## config.mk

```make
export PLATFORM = sky130hd
export DESIGN_NAME = mem_access_unit_flat
export DESIGN_NICKNAME = d
export VERILOG_FILES = /design/src/rtl/mem_access_unit_pkg.sv /design/src/rtl/mem_access_unit_if.sv /design/src/rtl/mem_access_unit_lane_align.sv /design/src/rtl/mem_access_unit.sv /design/src/flat_wrapper.sv
export SDC_FILE = /design/constraint.sdc
export NUM_CORES = 1
export LEC_CHECK = 0
export ABC_CLOCK_PERIOD_IN_PS = 3600
export CORE_MARGIN = 5
export CORE_UTILIZATION = 30
export CTS_BUF_LIST = sky130_fd_sc_hd__clkbuf_16
export DETAILED_ROUTE_END_ITERATION = 10
export GPL_TIMING_DRIVEN = 0
export PLACE_DENSITY = 0.7
export SLEW_MARGIN = 20
export SYNTH_ARGS = -nofsm -noshare
export SYNTH_HDL_FRONTEND = slang
export SYNTH_SLANG_ARGS = --single-unit
```

## constraint.sdc

```tcl
create_clock -name clk -period 3.6 [get_ports clk]
set_input_delay 0.72 -clock clk [delete_from_list [all_inputs] [get_ports clk]]
set_output_delay 0.72 -clock clk [all_outputs]
set_load 0.01 [all_outputs]
```

## src/rtl/mem_access_unit_pkg.sv

```systemverilog
// ---------------------------------------------------------------------------
// mem_pkg
// Shared types and helpers for the load/store initiator.
//   size_t        : access width encoding carried on req_size
//   state_t       : FSM states of mem_access_unit
//   is_misaligned : flags accesses the RAM cannot serve (bad alignment or
//                   the reserved size code)
// ---------------------------------------------------------------------------
package mem_pkg;

  typedef enum logic [1:0] {
    SZ_BYTE = 2'b00,
    SZ_HALF = 2'b01,
    SZ_WORD = 2'b10,
    SZ_RSVD = 2'b11
  } size_t;

  typedef enum logic [2:0] {
    ST_IDLE,
    ST_RD,
    ST_CAP,
    ST_WR,
    ST_RMW_RD,
    ST_RMW_WR,
    ST_RESP
  } state_t;

  // A halfword must sit on an even address, a word on a multiple of four,
  // and the reserved size is always rejected.
  function automatic logic is_misaligned(input size_t size, input logic [1:0] offset);
    logic bad;
    bad = 1'b0;
    case (size)
      SZ_BYTE: bad = 1'b0;
      SZ_HALF: bad = offset[0];
      SZ_WORD: bad = (offset != 2'b00);
      default: bad = 1'b1;
    endcase
    return bad;
  endfunction

endpackage

```

## src/rtl/mem_access_unit_if.sv

```systemverilog
// ---------------------------------------------------------------------------
// mem_access_unit_if
// Bundles the datapath request/response handshake and the RAM port.
//   slave  : view used by mem_access_unit (takes requests, drives the RAM)
//   master : view used by the datapath/RAM side (issues requests, returns
//            ram_rdata)
// Signals:
//   req_valid/req_ready/req_write/req_size/req_signed/req_addr/req_wdata
//   resp_valid/resp_rdata/resp_err
//   ram_we/ram_addr/ram_wdata/ram_rdata
// ---------------------------------------------------------------------------
interface mem_access_unit_if;

  logic        req_valid;
  logic        req_ready;
  logic        req_write;
  logic [1:0]  req_size;
  logic        req_signed;
  logic [31:0] req_addr;
  logic [31:0] req_wdata;

  logic        resp_valid;
  logic [31:0] resp_rdata;
  logic        resp_err;

  logic        ram_we;
  logic [31:0] ram_addr;
  logic [31:0] ram_wdata;
  logic [31:0] ram_rdata;

  modport slave (
    input  req_valid, req_write, req_size, req_signed, req_addr, req_wdata,
    input  ram_rdata,
    output req_ready, resp_valid, resp_rdata, resp_err,
    output ram_we, ram_addr, ram_wdata
  );

  modport master (
    output req_valid, req_write, req_size, req_signed, req_addr, req_wdata,
    output ram_rdata,
    input  req_ready, resp_valid, resp_rdata, resp_err,
    input  ram_we, ram_addr, ram_wdata
  );

endinterface

```

## src/rtl/mem_access_unit_lane_align.sv

```systemverilog
// ---------------------------------------------------------------------------
// mem_lane_align
// Purely combinational byte-lane steering for a little-endian 32-bit RAM.
// Ports:
//   i_rdata     : word read from the RAM
//   i_offset    : byte offset addr[1:0] of the access
//   i_size      : access size
//   i_signed    : sign-extend (1) or zero-extend (0) the extracted lane
//   i_newData   : right-justified store data
//   o_extracted : selected lane, extended to 32 bits (load path)
//   o_merged    : i_rdata with the target lane(s) replaced (sub-word store)
// ---------------------------------------------------------------------------
module mem_lane_align
  import mem_pkg::*;
(
  input  logic [31:0] i_rdata,
  input  logic [1:0]  i_offset,
  input  size_t       i_size,
  input  logic        i_signed,
  input  logic [31:0] i_newData,
  output logic [31:0] o_extracted,
  output logic [31:0] o_merged
);

  logic [7:0]  w_byte;
  logic [15:0] w_half;
  logic [4:0]  w_shift;

  // Pick the addressed lane out of the read word and widen it to 32 bits.
  // Halfwords only ever live at offset 0 or 2, so offset[1] selects them.
  always_comb begin
    w_shift     = {i_offset, 3'b000};
    w_byte      = i_rdata[w_shift +: 8];
    w_half      = i_offset[1] ? i_rdata[31:16] : i_rdata[15:0];
    o_extracted = i_rdata;
    case (i_size)
      SZ_BYTE: o_extracted = i_signed ? {{24{w_byte[7]}}, w_byte} : {24'h000000, w_byte};
      SZ_HALF: o_extracted = i_signed ? {{16{w_half[15]}}, w_half} : {16'h0000, w_half};
      default: o_extracted = i_rdata;
    endcase
  end

  // Overlay the new store data onto the old word so the RAM can be written
  // as a whole word while the untouched lanes keep their previous contents.
  always_comb begin
    o_merged = i_rdata;
    case (i_size)
      SZ_BYTE: o_merged[w_shift +: 8] = i_newData[7:0];
      SZ_HALF: begin
        if (i_offset[1]) o_merged[31:16] = i_newData[15:0];
        else             o_merged[15:0]  = i_newData[15:0];
      end
      SZ_WORD: o_merged = i_newData;
      default: o_merged = i_rdata;
    endcase
  end

endmodule

```

## src/rtl/mem_access_unit.sv

```systemverilog
// ---------------------------------------------------------------------------
// mem_access_unit
// Load/store initiator between the datapath and a word-wide RAM with a
// one-cycle registered read. Handles sub-word stores by read-modify-write
// and extends sub-word loads.
// Ports:
//   clk   : system clock, all state on the rising edge
//   reset : asynchronous active-high reset, returns the FSM to idle
//   bus   : mem_access_unit_if.slave (request/response + RAM port)
// ---------------------------------------------------------------------------
module mem_access_unit
  import mem_pkg::*;
(
  input  logic               clk,
  input  logic               reset,
  mem_access_unit_if.slave   bus
);

  state_t      r_state;
  size_t       r_size;
  logic        r_signed;
  logic [1:0]  r_offset;
  logic [31:0] r_wdata;
  logic [31:0] r_ramAddr;
  logic [31:0] r_respRdata;
  logic        r_respErr;

  size_t       w_reqSize;
  logic        w_accept;
  logic        w_misaligned;
  logic [31:0] w_extracted;
  logic [31:0] w_merged;

  assign w_reqSize    = size_t'(bus.req_size);
  assign w_accept     = bus.req_valid && (r_state == ST_IDLE);
  assign w_misaligned = is_misaligned(w_reqSize, bus.req_addr[1:0]);

  // The same aligner serves the CAP (extract) and RMW_WR (merge) paths;
  // ram_rdata is only meaningful in those two states.
  mem_lane_align u_laneAlign (
    .i_rdata     (bus.ram_rdata),
    .i_offset    (r_offset),
    .i_size      (r_size),
    .i_signed    (r_signed),
    .i_newData   (r_wdata),
    .o_extracted (w_extracted),
    .o_merged    (w_merged)
  );

  // Main FSM. The request is captured on accept; the RAM address is only
  // loaded for accesses that will actually touch the RAM, so an error
  // leaves ram_addr where it was. The response data is cleared on accept so
  // stores and errors report zero.
  always_ff @(posedge clk or posedge reset) begin
    if (reset) begin
      r_state     <= ST_IDLE;
      r_size      <= SZ_BYTE;
      r_signed    <= 1'b0;
      r_offset    <= 2'b00;
      r_wdata     <= '0;
      r_ramAddr   <= '0;
      r_respRdata <= '0;
      r_respErr   <= 1'b0;
    end else begin
      case (r_state)
        ST_IDLE: begin
          if (w_accept) begin
            r_size      <= w_reqSize;
            r_signed    <= bus.req_signed;
            r_offset    <= bus.req_addr[1:0];
            r_wdata     <= bus.req_wdata;
            r_respRdata <= '0;
            r_respErr   <= w_misaligned;
            if (w_misaligned) begin
              r_state <= ST_RESP;
            end else begin
              r_ramAddr <= {bus.req_addr[31:2], 2'b00};
              if (!bus.req_write)          r_state <= ST_RD;
              else if (w_reqSize == SZ_WORD) r_state <= ST_WR;
              else                           r_state <= ST_RMW_RD;
            end
          end
        end
        ST_RD:     r_state <= ST_CAP;
        ST_CAP: begin
          r_respRdata <= w_extracted;
          r_state     <= ST_RESP;
        end
        ST_WR:     r_state <= ST_RESP;
        ST_RMW_RD: r_state <= ST_RMW_WR;
        ST_RMW_WR: r_state <= ST_RESP;
        ST_RESP:   r_state <= ST_IDLE;
        default:   r_state <= ST_IDLE;
      endcase
    end
  end

  // Handshake and write strobe decode straight from the state register so
  // an asynchronous reset drops ram_we and raises req_ready at once.
  // In RMW_WR the write word is the merge of the word just read back.
  assign bus.req_ready  = (r_state == ST_IDLE);
  assign bus.resp_valid = (r_state == ST_RESP);
  assign bus.resp_rdata = r_respRdata;
  assign bus.resp_err   = r_respErr;
  assign bus.ram_we     = (r_state == ST_WR) || (r_state == ST_RMW_WR);
  assign bus.ram_addr   = r_ramAddr;
  assign bus.ram_wdata  = (r_state == ST_WR)     ? r_wdata  :
                          (r_state == ST_RMW_WR) ? w_merged : '0;

endmodule
```

## src/flat_wrapper.sv

```systemverilog
// flat-port wrapper written by rule: the top's interface ports become plain ports
module mem_access_unit_flat import mem_pkg::*;
  (clk, reset, bus_req_valid, bus_req_write, bus_req_size, bus_req_signed, bus_req_addr, bus_req_wdata, bus_ram_rdata, bus_req_ready, bus_resp_valid, bus_resp_rdata, bus_resp_err, bus_ram_we, bus_ram_addr, bus_ram_wdata);
  mem_access_unit_if bus_i ();
  input  logic clk;
  input  logic reset;
  input wire logic [$bits(bus_i.req_valid)-1:0] bus_req_valid;
  input wire logic [$bits(bus_i.req_write)-1:0] bus_req_write;
  input wire logic [$bits(bus_i.req_size)-1:0] bus_req_size;
  input wire logic [$bits(bus_i.req_signed)-1:0] bus_req_signed;
  input wire logic [$bits(bus_i.req_addr)-1:0] bus_req_addr;
  input wire logic [$bits(bus_i.req_wdata)-1:0] bus_req_wdata;
  input wire logic [$bits(bus_i.ram_rdata)-1:0] bus_ram_rdata;
  output wire logic [$bits(bus_i.req_ready)-1:0] bus_req_ready;
  output wire logic [$bits(bus_i.resp_valid)-1:0] bus_resp_valid;
  output wire logic [$bits(bus_i.resp_rdata)-1:0] bus_resp_rdata;
  output wire logic [$bits(bus_i.resp_err)-1:0] bus_resp_err;
  output wire logic [$bits(bus_i.ram_we)-1:0] bus_ram_we;
  output wire logic [$bits(bus_i.ram_addr)-1:0] bus_ram_addr;
  output wire logic [$bits(bus_i.ram_wdata)-1:0] bus_ram_wdata;
  assign bus_i.req_valid = bus_req_valid;
  assign bus_i.req_write = bus_req_write;
  assign bus_i.req_size = bus_req_size;
  assign bus_i.req_signed = bus_req_signed;
  assign bus_i.req_addr = bus_req_addr;
  assign bus_i.req_wdata = bus_req_wdata;
  assign bus_i.ram_rdata = bus_ram_rdata;
  assign bus_req_ready = bus_i.req_ready;
  assign bus_resp_valid = bus_i.resp_valid;
  assign bus_resp_rdata = bus_i.resp_rdata;
  assign bus_resp_err = bus_i.resp_err;
  assign bus_ram_we = bus_i.ram_we;
  assign bus_ram_addr = bus_i.ram_addr;
  assign bus_ram_wdata = bus_i.ram_wdata;
  mem_access_unit u_core (.clk(clk), .reset(reset), .bus(bus_i));
endmodule
```

==> run_results.csv <==
group,metric,value,unit
power_and_ir_drop,switching_share,0.414,
placement,gp_congestion,0.895,
cells_and_area,area_growth,50.5,%
route,drt-met1-wl,8650,um
cts,holdBufCountCts,0,
route,num_vias,5587,
cells_and_area,n_fill_cell,1814,
route,wl_met2,9850,um
cts,clk_pin_slew_worst_paths,80,ps
outcome,status,"complete, no violations",
global_routing,antenna_found_initial,0,
cts,cts_root_buffer,"clkbuf_16",
setup_path,cp-start-kind,"flip-flop",
route,drtIter0Drc,475,
floorplanning,dieArea,21500,um2
sta,tightest_slew,855,ps
sta,rsz0062_at_grt,"true",
cts,clkSinkCount,103,
sta,finalSetupViolations,0,
power_and_ir_drop,seq_power_share,0.319,
power_and_ir_drop,p_switching,2750,uW
cells_and_area,multi_input_area,2890,um2
floorplanning,die_x,147,um
logic_synthesis,synth_cells,592,
setup_path,path_depth,7,
route,drc,0,
sta,finalMaxSlewViolations,0,
cells_and_area,drive_gt1_frac,0.0933,
setup_path,crit_end,"bus_ram_wdata[25]",
placement,placed_area,7920,um2
cells_and_area,mostFrequentLayoutCells,"clkdlybuf4s50_1, nand2_1, dfrtp_1",
global_routing,grt_pass1_wl,32700,um
power_and_ir_drop,pwr-share-clk,0.162,
logic_synthesis,syn_area_per_cell,9.44,um2
logic_synthesis,synth_area,5590,um2
floorplanning,ios,203,
placement,port_buffers,200,
setup_path,crit_arrival,2850,ps
cts,insertion_delay,360,ps
floorplanning,core-area,18500,um2
sta,fin_crit,3570,ps
cts,h-tree-depth,3,
power_and_ir_drop,ir_drop,0.368,mV
route,top_layer,"met4",
sta,fin_crit_sh,0.991,
cells_and_area,antenna_cells,0,
power_and_ir_drop,power_density,790,nW/um2
sta,finClkSkew,4.97,ps
floorplanning,die_h,147,um
setup_path,r2r-end,"u_core.bus.resp_rdata[27]",
logic_synthesis,async_flop_share,1.00,
setup_path,r2r_start,"u_core.r_state[0]",
setup_path,slowest_delay,560,ps
setup_path,critPathSlowestCell,"clkdlybuf4s50_1",
global_routing,grt_use_total,0.195,
placement,dp_hpwl,16200,um
setup_path,reg2reg_depth,4,
global_routing,grt_max_degree,78,
cells_and_area,stdcell_area,8410,um2
route,routed_wl,21300,um
setup_path,cp_max_fo,10,
route,wl_met3,1980,um
cells_and_area,nets,918,
setup_path,crit_path_end_kind,"output port",
logic_synthesis,ys.flop_type,"dfrtp_1",
logic_synthesis,synth_top_area_share,0.461,
setup_path,cp_cell_sequence,"buf_2 > clkbuf_1 > nor2b_1 > nor2_1 > nor2_2 > a221o_1 > clkdlybuf4s50_1",
route,wl_per_cell,20.3,um
cts,cts_buffers,9,
power_and_ir_drop,combPwrFrac,0.520,
cells_and_area,final_common_cell,"clkdlybuf4s50_1",
setup_path,cp_num_buf_inv,3,
global_routing,overflow,0,
setup_path,critical_path_class,"flip-flop to output port",
logic_synthesis,synth.distinct_cells,54,
logic_synthesis,synth_largest_area_cell,"dfrtp_1",
sta,finalHoldViolCount,0,
floorplanning,initial_utilization,0.302,
logic_synthesis,synth_warnings,0,
flow_run,cap_violations,0,
floorplanning,rows,50,
setup_path,crit_required,2880,ps
setup_path,crit_path_start,"u_core.r_size[0]",
logic_synthesis,synth-edff-count,0,
power_and_ir_drop,p_leak,0.00374,uW
logic_synthesis,ys_seq_elements,103,
global_routing,grt_pass1_vias,5728,
logic_synthesis,synth_area_leaders,"dfrtp_1, nand2_1, mux2_1, a221o_1, a21oi_1",
cts,cts_buffer_depth,2,
cells_and_area,seq_area,2580,um2
sta,slew_headroom,0.427,
sta,fmaxAchievable,280,MHz
route,antenna_left,0,
logic_synthesis,ys_seq_area_frac,0.461,
setup_path,r2r_slack,1410,ps
route,dr.pass1.iters,5,
sta,whs,487,ps
power_and_ir_drop,p_int,3890,uW
route,viasPerCell,5.33,
min_path,holdCritPathClass,"flip-flop to flip-flop",
setup_path,path_delay_family,"buffers and inverters",
cts,cts_tree,"yes",
## registers in the layout (all words and copies together) (netlist names)
register and count:
u_core.bus.ram_addr 30, u_core.bus.resp_err 1, u_core.bus.resp_rdata 32, u_core.r_offset 2
u_core.r_signed 1, u_core.r_size 2, u_core.r_state 3, u_core.r_wdata 32
## synth_stat cells, types with 3 or more instances
cell      number
nand2_1      150
dfrtp_1      103
a21oi_1       42
o21ai_0       31
mux2_1        29
nor2_1        26
a221o_1       25
clkbuf_1      25
buf_2         17
a22o_1        12
nor2b_1       11
mux2i_1       10
a221oi_1       8
nand2b_1       8
o21ai_1        8
mux4_2         7
o221ai_1       7
a21o_1         5
ha_1           5
inv_1          5
or3_1          5
and2_1         4
nor3_1         4
nand3b_1       3
o21a_1         3
## power by group through the flow
stage	combinational, uW	sequential, uW	clock (uW)
2_1_floorplan	1670	2140	0
3_3_place_gp	3240	2110	0
3_5_place_dp	3290	2140	0
4_1_cts	3400	2110	1090
5_1_grt	3750	2180	1140
6_report	3450	2120	1070
## what timing repair did
item / CTS / global route
pin swaps: 1 / 4
resized for setup: 30 / 14
setup endpoints to repair: 32 / 27
buffers inserted: 1 / 6
## metal layers
metal	global-route usage	vias up
met3	0.0515	50
met5	0	-
li1	-	2554
met1	0.255	2692
met2	0.306	291
met4	0.0847	0
## worst min-delay path: cells and delay by family (launching register included)
family | cells | cell delay, ps
compound gates | 1 | 60
flops | 1 | 350
simple gates | 1 | 50
## cell families (layout without fill, tap and decap cells)
| kind of cell | count (synthesis) | count (layout) | share of synthesized area |
|---|---|---|---|
| simple gates | 230 | 230 | 0.186 |
| compound gates | 155 | 155 | 0.194 |
| flops | 103 | 103 | 0.461 |
| buf+inv | 50 | 272 | 0.0387 |
| mux | 48 | 48 | 0.109 |
| fa+ha+maj | 5 | 5 | 0.0112 |
| other cells | 1 | 2 | 0.000671 |
## cell type report
class,instances,share of cell area
Clock inverter,7,0.0126
Tap cell,234,0.0348
Clock buffer,9,0.0268
Timing Repair Buffer,208,0.248
Multi-Input combinational cell,440,0.343
Inverter,5,0.00312
Buffer,43,0.0245
Sequential cell,103,0.306
## worst min-delay path by stage
stage | depth (start not counted) | start | slack (ps) | endpoint
after detailed placement | 2 | u_core.bus.resp_rdata[31] | 470 | u_core.bus.resp_rdata[31]
after floorplan | 2 | u_core.r_wdata[16] | 470 | u_core.r_wdata[16]
after global routing | 2 | u_core.bus.resp_rdata[29] | 510 | u_core.bus.resp_rdata[29]
after CTS | 2 | u_core.bus.resp_rdata[31] | 490 | u_core.bus.resp_rdata[31]
final | 2 | u_core.bus.resp_rdata[31] | 490 | u_core.bus.resp_rdata[31]
after global placement | 2 | u_core.bus.resp_rdata[26] | 460 | u_core.bus.resp_rdata[26]
## stage by stage
| step | util | std cells | setup TNS (ps) | total power (uW) | worst slack (ps) |
|---|---|---|---|---|---|
| global route | 0.454 | 1049 | -177 | 7080 | -71.5 |
| CTS | 0.449 | 1043 | -74.4 | 6600 | -23.7 |
| global placement | 0.426 | 1027 | -165990 | 5350 | -1490 |
| floorplan | - | 593 | 0 | 3810 | 176 |
| finish | 0.454 | 1049 | 0 | 6640 | 33.0 |
| detailed placement | 0.428 | 1028 | -14860 | 5430 | -631 |
No activity file was read; power rests on OpenSTA's default activity.
